[src/rtl/vga_timing_gen.sv]
// ---------------------------------------------------------------------------
// vga_timing_gen
//
// Purpose:
//    Generates VGA raster timing from a single 50 MHz system clock. The
//    pixel clock is the system clock divided by two, and every other
//    system cycle is a "pixel tick" on which the raster advances by one
//    pixel. All raster outputs are registered on pixel ticks, so they
//    change together with the rising edge of vga_25clk and hold for two
//    system cycles.
//
// Ports:
//    I_50MHZ_CLK   in   1   system clock, all logic on its rising edge
//    I_RST_N       in   1   synchronous active-low reset
//    vga_25clk     out  1   pixel clock (system clock / 2)
//    O_HSYNC       out  1   horizontal sync, active low
//    O_VSYNC       out  1   vertical sync, active low
//    display_data  out  1   high while the current pixel is visible
//    draw_finish   out  1   one-pixel strobe on the first line after the
//                           visible area
//    O_PIX_X       out  10  visible column (0 outside the visible area)
//    O_PIX_Y       out  10  visible row (0 outside the visible area)
//    O_FRAME_CNT   out  16  completed-frame counter, wraps at 0xFFFF
// ---------------------------------------------------------------------------
module vga_timing_gen #(
   parameter int H_VISIBLE = 640,
   parameter int H_FRONT   = 16,
   parameter int H_SYNC    = 96,
   parameter int H_BACK    = 48,
   parameter int V_VISIBLE = 480,
   parameter int V_FRONT   = 10,
   parameter int V_SYNC    = 2,
   parameter int V_BACK    = 33
) (
   input  logic        I_50MHZ_CLK,
   input  logic        I_RST_N,
   output logic        vga_25clk,
   output logic        O_HSYNC,
   output logic        O_VSYNC,
   output logic        display_data,
   output logic        draw_finish,
   output logic [9:0]  O_PIX_X,
   output logic [9:0]  O_PIX_Y,
   output logic [15:0] O_FRAME_CNT
);

   localparam int H_TOTAL = H_VISIBLE + H_FRONT + H_SYNC + H_BACK;
   localparam int V_TOTAL = V_VISIBLE + V_FRONT + V_SYNC + V_BACK;

   localparam logic [9:0] H_LAST     = 10'(H_TOTAL - 1);
   localparam logic [9:0] V_LAST     = 10'(V_TOTAL - 1);
   localparam logic [9:0] H_VIS      = 10'(H_VISIBLE);
   localparam logic [9:0] V_VIS      = 10'(V_VISIBLE);
   localparam logic [9:0] H_SYNC_LO  = 10'(H_VISIBLE + H_FRONT);
   localparam logic [9:0] H_SYNC_HI  = 10'(H_VISIBLE + H_FRONT + H_SYNC - 1);
   localparam logic [9:0] V_SYNC_LO  = 10'(V_VISIBLE + V_FRONT);
   localparam logic [9:0] V_SYNC_HI  = 10'(V_VISIBLE + V_FRONT + V_SYNC - 1);

   // ST_IDLE: out of reset, no pixel presented yet; the first tick shows
   // (0,0) without advancing. ST_RUN: each tick advances the raster.
   typedef enum logic {
      ST_IDLE,
      ST_RUN
   } state_t;

   state_t      state;
   state_t      state_next;

   logic        pix_tick;
   logic [9:0]  h_cnt;
   logic [9:0]  v_cnt;
   logic [9:0]  h_next;
   logic [9:0]  v_next;
   logic        hsync_next;
   logic        vsync_next;
   logic        visible_next;
   logic        finish_next;
   logic [15:0] frame_cnt;

   assign pix_tick    = ~vga_25clk;
   assign O_FRAME_CNT = frame_cnt;

   // State register. Reset drops back to ST_IDLE so the raster restarts
   // at (0,0) on the first tick after release, abandoning any frame in
   // progress.
   always_ff @(posedge I_50MHZ_CLK) begin
      if (!I_RST_N) begin
         state <= ST_IDLE;
      end else begin
         state <= state_next;
      end
   end

   // Next-state and next raster position. The counters always hold the
   // pixel currently on the outputs, so the outputs below are decoded from
   // these post-increment values and registered in the same tick.
   always_comb begin
      state_next = state;
      h_next     = h_cnt;
      v_next     = v_cnt;
      if (pix_tick) begin
         if (state == ST_IDLE) begin
            state_next = ST_RUN;
            h_next     = 10'd0;
            v_next     = 10'd0;
         end else if (h_cnt == H_LAST) begin
            h_next = 10'd0;
            if (v_cnt == V_LAST) begin
               v_next = 10'd0;
            end else begin
               v_next = v_cnt + 10'd1;
            end
         end else begin
            h_next = h_cnt + 10'd1;
         end
      end
   end

   // Decode the next raster position into sync, visibility and the
   // end-of-visible-frame strobe. The strobe sits on the first pixel of
   // line V_VISIBLE, which is never visible, so it cannot overlap
   // display_data.
   always_comb begin
      hsync_next   = 1'b1;
      vsync_next   = 1'b1;
      visible_next = 1'b0;
      finish_next  = 1'b0;
      if ((h_next >= H_SYNC_LO) && (h_next <= H_SYNC_HI)) begin
         hsync_next = 1'b0;
      end
      if ((v_next >= V_SYNC_LO) && (v_next <= V_SYNC_HI)) begin
         vsync_next = 1'b0;
      end
      if ((h_next < H_VIS) && (v_next < V_VIS)) begin
         visible_next = 1'b1;
      end
      if ((h_next == 10'd0) && (v_next == V_VIS)) begin
         finish_next = 1'b1;
      end
   end

   // Pixel clock divider plus all raster registers. Everything except the
   // divider only moves on pixel ticks, so it lines up with the rising
   // edge of vga_25clk. The frame counter is only written when a frame
   // completes.
   always_ff @(posedge I_50MHZ_CLK) begin
      if (!I_RST_N) begin
         vga_25clk    <= 1'b0;
         h_cnt        <= 10'd0;
         v_cnt        <= 10'd0;
         O_HSYNC      <= 1'b1;
         O_VSYNC      <= 1'b1;
         display_data <= 1'b0;
         draw_finish  <= 1'b0;
         O_PIX_X      <= 10'd0;
         O_PIX_Y      <= 10'd0;
         frame_cnt    <= 16'd0;
      end else begin
         vga_25clk <= ~vga_25clk;
         if (pix_tick) begin
            h_cnt        <= h_next;
            v_cnt        <= v_next;
            O_HSYNC      <= hsync_next;
            O_VSYNC      <= vsync_next;
            display_data <= visible_next;
            draw_finish  <= finish_next;
            O_PIX_X      <= visible_next ? h_next : 10'd0;
            O_PIX_Y      <= visible_next ? v_next : 10'd0;
            if (finish_next) begin
               frame_cnt <= frame_cnt + 16'd1;
            end
         end
      end
   end

endmodule

[config.mk]
export PLATFORM = sky130hd
export DESIGN_NAME = vga_timing_gen
export DESIGN_NICKNAME = d
export VERILOG_FILES = /design/src/rtl/vga_timing_gen.sv
export SDC_FILE = /design/constraint.sdc
export NUM_CORES = 1
export LEC_CHECK = 0
export BUFFER_PORTS_ARGS = -buffer_cell sky130_fd_sc_hd__buf_2
export CORE_MARGIN = 1.5
export CORE_UTILIZATION = 60
export CTS_BUF_LIST = sky130_fd_sc_hd__clkbuf_4 sky130_fd_sc_hd__clkbuf_8
export DETAILED_ROUTE_END_ITERATION = 10
export PLACE_DENSITY = 0.86
export SYNTH_ARGS = -nofsm -noshare
export SYNTH_HDL_FRONTEND = slang
export SYNTH_SLANG_ARGS = --single-unit
[constraint.sdc]
create_clock -name I_50MHZ_CLK -period 3.4 [get_ports I_50MHZ_CLK]
set_clock_uncertainty 0.1 [all_clocks]
set_input_delay 0.17 -clock I_50MHZ_CLK [delete_from_list [all_inputs] [get_ports I_50MHZ_CLK]]
set_output_delay 0.17 -clock I_50MHZ_CLK [all_outputs]
set_load 0.1 [all_outputs]
==> flow_summary.yaml <==
outcome:
  status: "finished clean"
route:
  vias: 3242
  drt_iter0_drc: 282
  viasPerCell: 6.37
  remaining_drc_errors: 0
  wirelength_um: 8500
  ant_nets: 0
  drt-wirelength-per-cell_um: 16.7
  drtPass1Iterations: 5
power:
  power_frac_seq_pct: 49.4
  power_density_nw_per_um2: 394
  p_clk_share_pct: 43.0
  peakVddDrop_uv: 348
  p_total_w: 0.00149
  p_switching_w: 0.000382
  intPower_w: 0.00111
  p_leak_nw: 1.50
  p_comb_share_pct: 7.6
  swShare_pct: 25.6
clock_network:
  numCtsBuffers: 9
  postCtsHoldBufs: 0
  cts.path.max_buffers: 2
  htreeDepth: 3
  cts_tree: "built"
  clkTransAtPathRegs_ns: 0.08
  cts_num_sinks: 62
  post_cts_resized: 1
  post-cts-setup-buffers: 0
  clockRootBuffer: "clkbuf_8"
  worstSkewPairLatency_ns: 0.35
sta:
  drv_slew: 0
  fmax_mhz: 314
  relSlewSlack_pct: 50.7
  whs_ns: 0.131
  timing.final.crit_share_pct: 93.5
  setup_viol: 0
  fin_crit_ns: 3.18
  hold_viol_final: 0
  rsz0062_at_grt: "no"
  worst_pin_slew_ns: 0.730
  setup_tns_ns: 0
global_route:
  grt_pass1_vias: 3004
  grt_overflow: 0
  met1_usage_pct: 37.1
  grt_max_degree: 37
  globalRouteMet2Util_pct: 48.5
  antenna_found_initial: 0
  grt_first_pass_wirelength_um: 14200
  grt_usage_pct: 29.7
  grt_use_met3_pct: 4.88
  gr-max-usage-layer: "met2"
worst_setup_path:
  worstSetupEndpointType: "flop"
  cp_max_fo: 20
  critical_path_class: "flop to flop"
  slowest_stage: "or4_1"
  worstSetupStartpoint: "h_cnt[1]"
  cp-start-kind: "flop"
  crit_family: "simple AND/OR/NAND/NOR gates"
  critPathBufInv: 1
  worstPathRequired_ns: 3.56
  worstPathCellList: "ha_2, nand4_1, buf_4, or4_1, mux2i_1, o21ai_1, nor2_2, nand4_4, or4_1, a21oi_1"
  rrSetupSlack_ns: 0.22
  critPathMostFrequentCell: "or4_1"
  critical-path-max-stage-delay_ns: 0.55
  reg2reg_from: "h_cnt[1]"
  crit_arrival_ns: 3.34
die:
  coreArea_um2: 5200
  start_util_pct: 63.4
  ios: 43
  die_w_um: 77.2
  die_area_um2: 5960
  rows: 26
  dieHeight_um: 77.2
yosys:
  synth-edff-count: 0
  synthDistinctLibCells: 60
  syn_nets: 403
  synth_top_area_share_pct: 37.6
  syn_inst: 397
  yosys_warnings: 0
  yosysTopAreaCell: "dfxtp_1"
  ys.flop_type: "dfxtp_1"
  synthTopCellsByArea: "dfxtp_1 38%, nand2_1 4.9%, a21oi_1 4.1%"
  ys_ff_latch: 62
  synthArstFlopShare_pct: 0
  netlist_area_um2: 3300
  syn_area_per_cell_um2: 8.31
  yosysSeqAreaShare_pct: 37.6
place:
  dpl_cell_area_um2: 3570
  gp_congestion: 0.916
  place_inst: 494
  io_buffers: 42
  dp_hpwl_um: 5800
run:
  cap_violations: 0
final_layout:
  fin_nets: 441
  diodes: 0
  final_cell_count_no_fill: 509
  syn_to_final_growth_pct: 14.5
  final_area_um2: 3780
  drive_above_1_share_pct: 20.0
hold_path:
  min_path_type: "input port to flop"
  min_from: "I_RST_N"
[power groups by stage]
stage          clock [W]  sequential (W)  combinational [W]
3_3_place_gp           0        0.000753           0.000108
2_1_floorplan          0        0.000772          0.0000622
6_report        0.000642        0.000736           0.000113
3_5_place_dp           0        0.000753           0.000110
5_1_grt         0.000674        0.000737           0.000120
4_1_cts         0.000645        0.000736           0.000111
[cell usage in the layout (no fill, tap or decap), types with 12 or more instances in the layout]
| master | Yosys | layout |
|---|---|---|
| o31ai_1 | 12 | 12 |
| nand2_1 | 43 | 43 |
| nand3_1 | 17 | 17 |
| o21ai_1 | 15 | 15 |
| buf_4 | 0 | 15 |
| and3_1 | 12 | 12 |
| nor2_1 | 18 | 18 |
| inv_1 | 12 | 12 |
| a21oi_1 | 27 | 27 |
| or4_1 | 12 | 12 |
| dfxtp_1 | 62 | 62 |
| buf_2 | 7 | 42 |
[metrics by stage]
| step | utilization, % | setup slack (ns) |
|---|---|---|
| final | 72.6 | 0.220 |
| after global routing | 72.6 | 0.0354 |
| after CTS | 72.5 | 0.0426 |
| after detailed placement | 68.7 | -0.0215 |
| after global placement | 68.7 | 0.0933 |
| after floorplan | - | 0.191 |
[cells in the mapped netlist (2+ instances only)]
cell type and instances:
dfxtp_1 62, nand2_1 43, a21oi_1 27, clkbuf_1 21, nor2_1 18, nand3_1 17, o21ai_1 15, and3_1 12
inv_1 12, o31ai_1 12, or4_1 12, nand4_1 11, and2_1 10, nand2b_1 9, a32o_1 8, nor4_1 8
xnor2_1 8, buf_2 7, o21ai_0 7, mux2i_1 6, nor3_1 6, a31oi_1 5, o21a_1 5, ha_1 4
o31a_1 4, xor2_1 4, a22o_1 3, and4_1 3, nor2b_1 3, a32oi_1 2, buf_6 2, nand4b_1 2
or3_1 2
[worst register-to-register path: cells and delay by family (launching register included)]
kind | cells | cell delay (ns)
and+or+nand+nor | 5 | 1.72
DFF | 1 | 0.37
AOI/OAI and AO/OA | 2 | 0.26
adders and majority gates | 1 | 0.25
buffers and inverters | 1 | 0.20
muxes | 1 | 0.19
[routing by layer]
metal | vias up | wire, µm
li1 | 1549 | -
met1 | 1541 | 3620
met2 | 127 | 4110
met3 | 25 | 539
met4 | 0 | 227
met5 | - | 0
[layout make-up]
| type | instances | area, µm² |
|---|---|---|
| clock buffer | 10 | 138 |
| sequential | 62 | 1240 |
| multi-input combinational | 292 | 1890 |
| tap | 70 | 87.6 |
| fill | 410 | 1430 |
| timing repair buffer | 57 | 323 |
| clock inverter | 5 | 50.0 |
| inverter | 13 | 48.8 |
[flip-flops by register name, indices dropped and copies added (netlist names)]
signal and count:
v_cnt 10, vga_25clk 1, O_PIX_Y 10, O_HSYNC 1
state 1, O_VSYNC 1, draw_finish 1, O_PIX_X 10
display_data 1, h_cnt 10, O_FRAME_CNT 16
[worst paths after layout]
check                           depth (start not counted)              to
worst max register to register                         10  O_FRAME_CNT[3]
worst min register to register                          2      O_PIX_Y[0]
worst min-delay path                                    2  O_FRAME_CNT[1]
worst max-delay path                                   10  O_FRAME_CNT[3]
[logic make-up (layout without fill, tap and decap cells)]
kind of cell | count (synthesis) | after routing | synth area share (%)
buf+inv | 43 | 85 | 5.61
simple gates | 171 | 171 | 29.9
compound gates | 99 | 99 | 20.4
xor+xnor | 12 | 12 | 3.18
mux | 6 | 6 | 1.82
flops | 62 | 62 | 37.6
fa+ha+maj | 4 | 4 | 1.52
Power figures use the tool's default switching activity.
